<file path="config.mk">
export PLATFORM = sky130hd
export DESIGN_NAME = stepper_scan_seq
export DESIGN_NICKNAME = d
export VERILOG_FILES = /design/src/rtl/stepper_scan_seq.sv
export SDC_FILE = /design/constraint.sdc
export NUM_CORES = 1
export LEC_CHECK = 0
export CAP_MARGIN = 20
export CORE_MARGIN = 1
export CORE_UTILIZATION = 53
export CTS_CLUSTER_SIZE = 24
export DETAILED_ROUTE_END_ITERATION = 6
export DONT_BUFFER_PORTS = 1
export GPL_ROUTABILITY_DRIVEN = 1
export GPL_TIMING_DRIVEN = 0
export HOLD_SLACK_MARGIN = 0.02
export PLACE_DENSITY = 0.68
export RECOVER_POWER = 25
export SYNTH_ARGS = -nofsm -noshare
export SYNTH_HDL_FRONTEND = slang
export SYNTH_SLANG_ARGS = --single-unit
</file>
<file path="constraint.sdc">
create_clock -name clk -period 5.9 [get_ports clk]
set_clock_uncertainty 0.05 [all_clocks]
set_input_delay 0.885 -clock clk [delete_from_list [all_inputs] [get_ports clk]]
set_output_delay 0.885 -clock clk [all_outputs]
set_load 0.005 [all_outputs]
</file>
<file path="src/rtl/stepper_scan_seq.sv">
// stepper_scan_seq: stepper-motor scan sequencer (lead travel, dwell/step scan, return travel).
// Ports:
//   clk       in   system clock, rising edge
//   rst       in   asynchronous active-high reset
//   start     in   one-cycle request to begin a sequence (honoured only in IDLE)
//   abort     in   stop motion and return to IDLE (priority over everything)
//   ENA       out  driver enable, high in LEAD/STEP/RETURN
//   DIR       out  driver direction, 1 = lead/return, 0 = scan
//   PUL       out  step pulse train
//   busy      out  high in every state except IDLE
//   acq       out  acquisition window, high in DWELL
//   step_idx  out  current scan position index
//   done      out  one-cycle pulse at sequence completion
// Build option: define STEPPER_CONTINUOUS_EN to loop DONE straight back into LEAD.
module stepper_scan_seq #(
    parameter int PUL_DIV      = 8,
    parameter int LEAD_PULSES  = 3200,
    parameter int STEP_PULSES  = 320,
    parameter int DWELL_CYCLES = 2500,
    parameter int NUM_STEPS    = 20,
    parameter int CNT_W        = 16,
    parameter int IDX_W        = 5
) (
    input  logic             clk,
    input  logic             rst,
    input  logic             start,
    input  logic             abort,
    output logic             ENA,
    output logic             DIR,
    output logic             PUL,
    output logic             busy,
    output logic             acq,
    output logic [IDX_W-1:0] step_idx,
    output logic             done
);
    typedef enum logic [2:0] {IDLE, LEAD, DWELL, STEP, RETURN, DONE} state_t;

    localparam logic [CNT_W-1:0] PH_TOP    = CNT_W'(2 * PUL_DIV - 1);
    localparam logic [CNT_W-1:0] PH_HALF   = CNT_W'(PUL_DIV);
    localparam logic [CNT_W-1:0] LEAD_TOP  = CNT_W'(LEAD_PULSES - 1);
    localparam logic [CNT_W-1:0] STEP_TOP  = CNT_W'(STEP_PULSES - 1);
    localparam logic [CNT_W-1:0] DWELL_TOP = CNT_W'(DWELL_CYCLES - 1);
    localparam logic [IDX_W-1:0] LAST_IDX  = IDX_W'(NUM_STEPS);
`ifdef STEPPER_CONTINUOUS_EN
    localparam state_t AFTER_DONE = LEAD;
`else
    localparam state_t AFTER_DONE = IDLE;
`endif

    state_t           state, state_n;
    logic [CNT_W-1:0] ph, ph_n, cnt, cnt_n;
    logic [IDX_W-1:0] idx_n;
    logic             motion, motion_n, wrap, fin, dir_n;

    assign motion   = state == LEAD || state == STEP || state == RETURN;
    assign motion_n = state_n == LEAD || state_n == STEP || state_n == RETURN;
    assign wrap     = ph == PH_TOP;
    // cnt counts completed pulses in motion states and elapsed cycles in DWELL
    assign fin      = wrap && cnt == (state == STEP ? STEP_TOP : LEAD_TOP);
    assign dir_n    = (state_n == LEAD || state_n == RETURN) ? 1'b1 :
                      (state_n == STEP || state_n == IDLE) ? 1'b0 : DIR;

    always_comb begin
        state_n = state;
        idx_n   = step_idx;
        case (state)
            IDLE:    state_n = start ? LEAD : IDLE;
            LEAD:    state_n = fin ? DWELL : LEAD;
            DWELL:   if (cnt == DWELL_TOP) state_n = (step_idx < LAST_IDX) ? STEP : RETURN;
            STEP:    if (fin) begin
                         state_n = DWELL;
                         idx_n   = step_idx + IDX_W'(1);
                     end
            RETURN:  state_n = fin ? DONE : RETURN;
            DONE:    state_n = AFTER_DONE;
            default: state_n = IDLE;
        endcase
        if (abort && state != IDLE) begin
            state_n = IDLE;
            idx_n   = step_idx;
        end
        if (state_n == LEAD && state != LEAD) idx_n = '0;
        ph_n  = '0;
        cnt_n = '0;
        if (state_n == state && motion) begin
            ph_n  = wrap ? '0 : ph + CNT_W'(1);
            cnt_n = wrap ? cnt + CNT_W'(1) : cnt;
        end else if (state_n == state && state == DWELL) begin
            cnt_n = cnt + CNT_W'(1);
        end
    end

    always_ff @(posedge clk or posedge rst) begin
        if (rst) begin
            state    <= IDLE;
            ph       <= '0;
            cnt      <= '0;
            step_idx <= '0;
            ENA      <= 1'b0;
            DIR      <= 1'b0;
            PUL      <= 1'b0;
            busy     <= 1'b0;
            acq      <= 1'b0;
            done     <= 1'b0;
        end else begin
            state    <= state_n;
            ph       <= ph_n;
            cnt      <= cnt_n;
            step_idx <= idx_n;
            // outputs are registered from next-state values so they align with the state register
            ENA      <= motion_n;
            DIR      <= dir_n;
            PUL      <= motion_n && ph_n >= PH_HALF;
            busy     <= state_n != IDLE;
            acq      <= state_n == DWELL;
            done     <= state_n == DONE;
        end
    end
endmodule

</file>
==> results of run 1 <==
-- metal layers --
layer  track usage (%)  vias up  part of all wire [%]
met5                 0        -                     0
met4             6.972        0                   1.4
met3             5.110        9                   5.4
met2             30.97       58                    44
met1             32.16     1006                    50
li1                  -     1052                     -
-- logic make-up (layout without fill, tap and decap cells) --
| family | after synthesis | count (layout) | share of synthesized area, % |
|---|---|---|---|
| buffers and inverters | 17 | 26 | 4.198 |
| multiplexers | 3 | 3 | 1.119 |
| XOR/XNOR | 31 | 31 | 10.12 |
| AND/OR/NAND/NOR | 156 | 156 | 31.25 |
| AO/OA/AOI/OAI | 34 | 34 | 9.002 |
| adder cells (fa/ha/maj) | 3 | 3 | 1.399 |
| flip-flops | 46 | 46 | 42.91 |
-- power by group through the flow --
stage	registers (mW)	logic, mW	clock network [mW]
after floorplan	0.354	0.116	0
after global placement	0.357	0.148	0
after detailed placement	0.358	0.151	0
after CTS	0.352	0.152	0.204
after global routing	0.354	0.167	0.217
final	0.351	0.149	0.196
-- layout make-up --
| class | count | area, µm² | share of cell area [%] |
|---|---|---|---|
| sequential | 46 | 1151 | 40.17 |
| multi-input combinational | 227 | 1419 | 49.52 |
| clock buffer | 6 | 82.58 | 2.882 |
| timing repair buffer | 1 | 3.754 | 0.1310 |
| clock inverter | 2 | 12.51 | 0.4367 |
| buffer | 12 | 93.84 | 3.275 |
| inverter | 5 | 18.77 | 0.6550 |
| tap | 67 | 83.83 | 2.926 |
-- sequential cells by signal, summed over array words and instances, names as in the netlist --
signal and count:
cnt 16, done 1, DIR 1, step_idx 5
state 3, ENA 1, busy 1, PUL 1
ph 16, acq 1
-- path summary, 6_finish.rpt --
| path | endpoint | cells after the start | slack (ps) |
|---|---|---|---|
| worst max-delay path | cnt[3] | 8 | 2930 |
| worst min-delay path | ph[0] | 1 | 440 |
| worst max register to register | cnt[3] | 8 | 2930 |
| worst min register to register | ph[0] | 1 | 440 |
| max in group asynchronous | DIR | 2 | 3540 |
| min in group asynchronous | cnt[1] | 1 | 540 |
-- cell usage after synthesis, types with 2 or more instances --
library cell | count | area share, %
nor4_1 | 8 | 1.9
nor3b_1 | 6 | 1.7
nand2_1 | 21 | 2.9
nand4_1 | 5 | 1.2
nand3b_1 | 2 | 0.56
inv_1 | 5 | 0.70
a21oi_1 | 5 | 0.93
nand2b_1 | 3 | 0.70
dfrtp_1 | 46 | 43
or4_2 | 2 | 0.65
o22ai_1 | 2 | 0.47
o211ai_1 | 3 | 0.84
and3_1 | 10 | 2.3
nor2_1 | 43 | 6.0
o21ai_0 | 9 | 1.7
clkbuf_8 | 3 | 1.5
nor4b_1 | 3 | 0.98
ha_1 | 3 | 1.4
buf_6 | 2 | 0.84
and2_1 | 2 | 0.47
xnor2_1 | 19 | 6.2
or2_2 | 2 | 0.47
buf_1 | 2 | 0.28
mux2i_1 | 3 | 1.1
a31oi_1 | 3 | 0.70
a211o_1 | 2 | 0.65
or3_1 | 3 | 0.70
or2b_2 | 3 | 0.98
clkbuf_1 | 4 | 0.56
nand3_1 | 19 | 3.5
nor3_1 | 15 | 2.8
xor2_1 | 12 | 3.9
-- stage by stage --
stage	setup slack, ps	hold slack, ps	util (%)	area (µm²)
6_report	2934	441.5	59.87	2865
5_1_grt	2715	467.0	59.87	2865
4_1_cts	2903	419.8	60.21	2882
3_5_place_dp	2936	431.4	58.22	2786
3_3_place_gp	2920	415.0	57.80	2766
2_1_floorplan	3324	395.8	-	2683
==> flow_summary_export.csv, run 1 <==
group,metric,value,unit
clocking,root_buffer,"clkbuf_8",
detailed_routing,routedWlPerCell,14.23,µm
floorplan,fp.dieH,73.15,µm
sta,relSlewSlack,7.786,%
setup_path,path_cells,"or4_2 -> nor4_2 -> and4_2 -> clkbuf_8 -> a311oi_2 -> o32ai_2 -> buf_6 -> nor2_1",
yosys,synth-main-ff-cell,"dfrtp_1",
job,cap_violations,0,
clocking,clockBufferDepth,2,
sta,final-hold-violation-count,0,
setup_path,crit_type,"reg -> reg",
yosys,seq_area_frac_synth,42.91,%
clocking,cts_setup_buffers,0,
final_layout,drive_above_1_share,10.03,%
final_layout,layout_commonest_cell,"dfrtp_1",
final_layout,n_antenna_cell,0,
sta,setup_tns,0,ps
detailed_routing,drc,0,
clocking,htree_levels,2,
worst_hold_path,hold_start,"ph[0]",
power_and_ir_drop,pwr-share-clk,28.1,%
yosys,ys_types,52,
floorplan,start_util,56.05,%
setup_path,slowest_stage,"or4_2",
final_layout,final_cells,366,
detailed_routing,routed-via-count,2125,
setup_path,critPathMaxFanout,10,
sta,max_freq,0.3371,GHz
yosys,syn_avg_cell_area,9.250,µm²
setup_path,crit_path_start_kind,"flip-flop",
setup_path,endpoint_kind,"flip-flop",
power_and_ir_drop,intPower,0.4839,mW
sta,worst_slew_pin_slew,1383,ps
run_status,status,"finished, final reports clean",
setup_path,cp-startpoint,"cnt[7]",
yosys,yosys_warnings,0,
setup_path,r2r_start,"cnt[7]",
sta,period_share,50.28,%
global_route,grt-ovfl-total,0,
detailed_routing,firstDrtPassIters,4,
place,dpl.hpwl,3735,µm
power_and_ir_drop,p_switching,0.2119,mW
place,place.gp.congestion,0.8484,
clocking,cts_buffers,5,
floorplan,die_w,73.15,µm
place,dp.cells,358,
global_route,grt_max_degree,28,
clocking,cts_hold_buf,0,
final_layout,syn_to_final_growth,6.810,%
yosys,netlist_area,2683,µm²
setup_path,critPathBufInv,2,
final_layout,nFillCells,445,
final_layout,final_cell_mix,"dfrtp_1 (46), nor2_1 (43), nand2_1 (21), nand3_1 (19), xnor2_1 (19)",
sta,grt_setup_unrepaired,"no",
power_and_ir_drop,p_leak,1.188,nW
setup_path,cp_slowest_stage_delay,680,ps
floorplan,core_area,4786,µm²
power_and_ir_drop,comb_power_share,21.4,%
clocking,clk_latency,300,ps
global_route,grt_pass1_vias,1900,
global_route,antenna_found_initial,0,
yosys,syn_nets,297,
power_and_ir_drop,seq_power_share,50.5,%
power_and_ir_drop,p_per_area,242.9,nW/µm²
global_route,grt_pass1_wl,8963,µm
detailed_routing,drt_wl_total,5208,µm
detailed_routing,drtIter0Drc,114,
sta,slew_viol_final,0,
sta,setup_viol,0,
clocking,clkSinkCount,46,
clocking,cts_tree,"done",
clocking,clk_pin_slew,80,ps
sta,min_period,2966,ps
setup_path,worstPathRequired,6040,ps
place,portBuffers,0,
global_route,grt_use_total,21.68,%
yosys,synth_edf_count,0,
yosys,syn-instance-count,290,
floorplan,rows,25,
power_and_ir_drop,peakVddDrop,188.8,µV
detailed_routing,viasPerCell,5.806,
floorplan,ios,15,
clocking,cts_resized,0,
setup_path,cp_top_family,"simple AND/OR/NAND/NOR gates",
floorplan,dieArea,5350,µm²
power_and_ir_drop,netSwitchingFraction,30.45,%
final_layout,num-nets-final,305,
worst_hold_path,hp-class,"reg -> reg",
power_and_ir_drop,p_total,0.6958,mW
detailed_routing,antenna_left,0,
setup_path,critPathArrivalTime,3110,ps
yosys,ys_ff_latch,46,
yosys,ys_async_sr_fraction,100.0,%
Power figures use the tool's default switching activity.
==> run 2, diff against run 1 <==
==> constraint.sdc (replaced) <==
create_clock -name clk -period 2.8 [get_ports clk]
set_clock_uncertainty 0.05 [all_clocks]
set_input_delay 0.42 -clock clk [delete_from_list [all_inputs] [get_ports clk]]
set_output_delay 0.42 -clock clk [all_outputs]
set_load 0.005 [all_outputs]
==> run 2 against run 1 <==
Count of clock-buffer cells in the layout did not move. Cell count rose by 2.5%. Critical path depth fell by 1. First-iteration DRC count rose by 28%. Sequential share of layout area fell by 1.9 points. Routed wire length rose by 3.8%. Register-to-register slack got worse by 2800 ps. Global-route usage rose by 0.39 points. Maximum frequency rose by 10%. Hold slack improved by 1.6 ps. Total power rose by 120%. Non-clock buffer count rose by 9.
==> flow_summary_export.csv, run 2 (same netlist as run 1, synthesis figures left out) <==
group,metric,value,unit
run_status,status,"finished, final reports clean",
detailed_routing,firstDrtPassIters,4,
global_route,antenna_found_initial,0,
sta,grt_setup_unrepaired,"no",
sta,relSlewSlack,40.08,%
setup_path,path_cells,"or2_2 -> or4_4 -> or4b_4 -> a311oi_4 -> o32ai_4 -> buf_4 -> a21oi_1",
detailed_routing,routed-via-count,2189,
sta,hold_slack,443.1,ps
detailed_routing,drt_wl_total,5405,µm
floorplan,start_util,56.05,%
final_layout,final_cell_mix,"dfrtp_1 (45), nor2_1 (43), nand2_1 (21), nand3_1 (19), xnor2_1 (19)",
job,cap_violations,0,
place,portBuffers,0,
clocking,clk_latency,300,ps
worst_hold_path,hp-class,"reg -> reg",
floorplan,core_area,4786,µm²
sta,setup_viol,0,
clocking,cts_tree,"done",
global_route,grt_use_total,22.07,%
final_layout,multiInputGateArea,1468,µm²
place,dpl.hpwl,3735,µm
setup_path,crit_type,"reg -> reg",
final_layout,syn_to_final_growth,12.13,%
place,place.gp.congestion,0.8484,
clocking,clkSinkCount,46,
setup_path,critPathArrivalTime,2870,ps
setup_path,rrSetupSlack,110,ps
detailed_routing,viasPerCell,5.837,
place,dp.cells,358,
power_and_ir_drop,p_per_area,505.9,nW/µm²
global_route,grt_pass1_wl,9135,µm
setup_path,slowest_stage,"or4b_4",
setup_path,worstPathRequired,2970,ps
floorplan,rows,25,
floorplan,fp.dieH,73.15,µm
clocking,cts_buffers,5,
global_route,grt_pass1_vias,1923,
detailed_routing,drtIter0Drc,146,
sta,worst_slew_pin_slew,890.6,ps
final_layout,nFillCells,424,
final_layout,final_cells,375,
clocking,clk_pin_slew,80,ps
setup_path,cp_slowest_stage_delay,530,ps
clocking,clockBufferDepth,2,
global_route,grt_max_degree,28,
global_route,grt-ovfl-total,0,
sta,period_share,96.12,%
clocking,htree_levels,2,
setup_path,critPathMaxFanout,6,
final_layout,n_antenna_cell,0,
detailed_routing,drc,0,
power_and_ir_drop,peakVddDrop,405.0,µV
detailed_routing,routedWlPerCell,14.41,µm
floorplan,ios,15,
floorplan,dieArea,5350,µm²
sta,min_period,2691,ps
sta,max_freq,0.3716,GHz
sta,final-hold-violation-count,0,
final_layout,ff_latch_area,1152,µm²
power_and_ir_drop,p_leak,1.246,nW
final_layout,reg_top3,"cnt (16), ph (16), step_idx (5)",
floorplan,die_w,73.15,µm
clocking,root_buffer,"clkbuf_8",
final_layout,layout_commonest_cell,"dfrtp_1",
setup_path,endpoint_kind,"flip-flop",
setup_path,crit_path_start_kind,"flip-flop",
final_layout,num-nets-final,314,
detailed_routing,antenna_left,0,
final_layout,drive_above_1_share,14.29,%
sta,slew_viol_final,0,
==> run 2: changes by cell type in the layout (fill, tap and decap cells not counted), sizes merged <==
cell	delta
buf	+8
dlygate4sd3	+1
==> run 2: power by group <==
group	internal [mW]	switching [mW]
combinational	0.148	0.218
clock	0.198	0.216
sequential	0.707	0.0332
==> run 2: worst max-delay path: cells and delay by family (launching register included) <==
family | cells | cell delay, ps
buf+inv | 1 | 190
flops | 1 | 440
compound gates | 3 | 580
simple gates | 3 | 1350
==> run 2: area by class of cell <==
| type | count | share of cell area [%] |
|---|---|---|
| timing repair buffer | 10 | 3.120 |
| sequential | 46 | 38.31 |
| clock inverter | 2 | 0.4160 |
| tap | 67 | 2.787 |
| clock buffer | 6 | 2.745 |
| buffer | 12 | 3.203 |
| inverter | 5 | 0.6240 |
| multi-input combinational | 227 | 48.79 |
==> run 2: layer usage <==
layer | wire length [µm] | share of wire, % | GRT usage (%)
met5 | 0 | 0 | 0
met4 | 76 | 1.4 | 6.536
met3 | 237 | 4.4 | 5.110
met2 | 2418 | 45 | 32.00
met1 | 2673 | 49 | 32.63
==> run 2: final timing paths <==
path / start / endpoint / depth (start not counted)
worst max-delay path: cnt[13] / cnt[1] / 7
worst min register to register: ph[0] / ph[0] / 1
worst min-delay path: ph[0] / ph[0] / 1
min in group asynchronous: rst / cnt[3] / 2
max in group asynchronous: rst / DIR / 3
worst max register to register: cnt[13] / cnt[1] / 7
==> run 2: repair_timing <==
action,in CTS,in global routing
pin swaps,1,4
setup endpoints to repair,16,25
buffers inserted,3,4
gates resized for setup,4,10
cloned,0,1
hold buffers,1,0
endpoints found under the hold margin,19,0
==> run 2: through the flow <==
stage	instance area, µm²	worst slack, ps	setup TNS, ps	util [%]	total power, mW
finish	3008	108.8	0	62.85	1.522
global route	3008	13.06	0	62.85	1.607
CTS	2938	26.79	0	61.39	1.518
detailed placement	2786	-164.2	-1809	58.22	1.072
global placement	2766	-180.2	-2047	57.80	1.064
floorplan	2683	223.6	0	-	0.9907
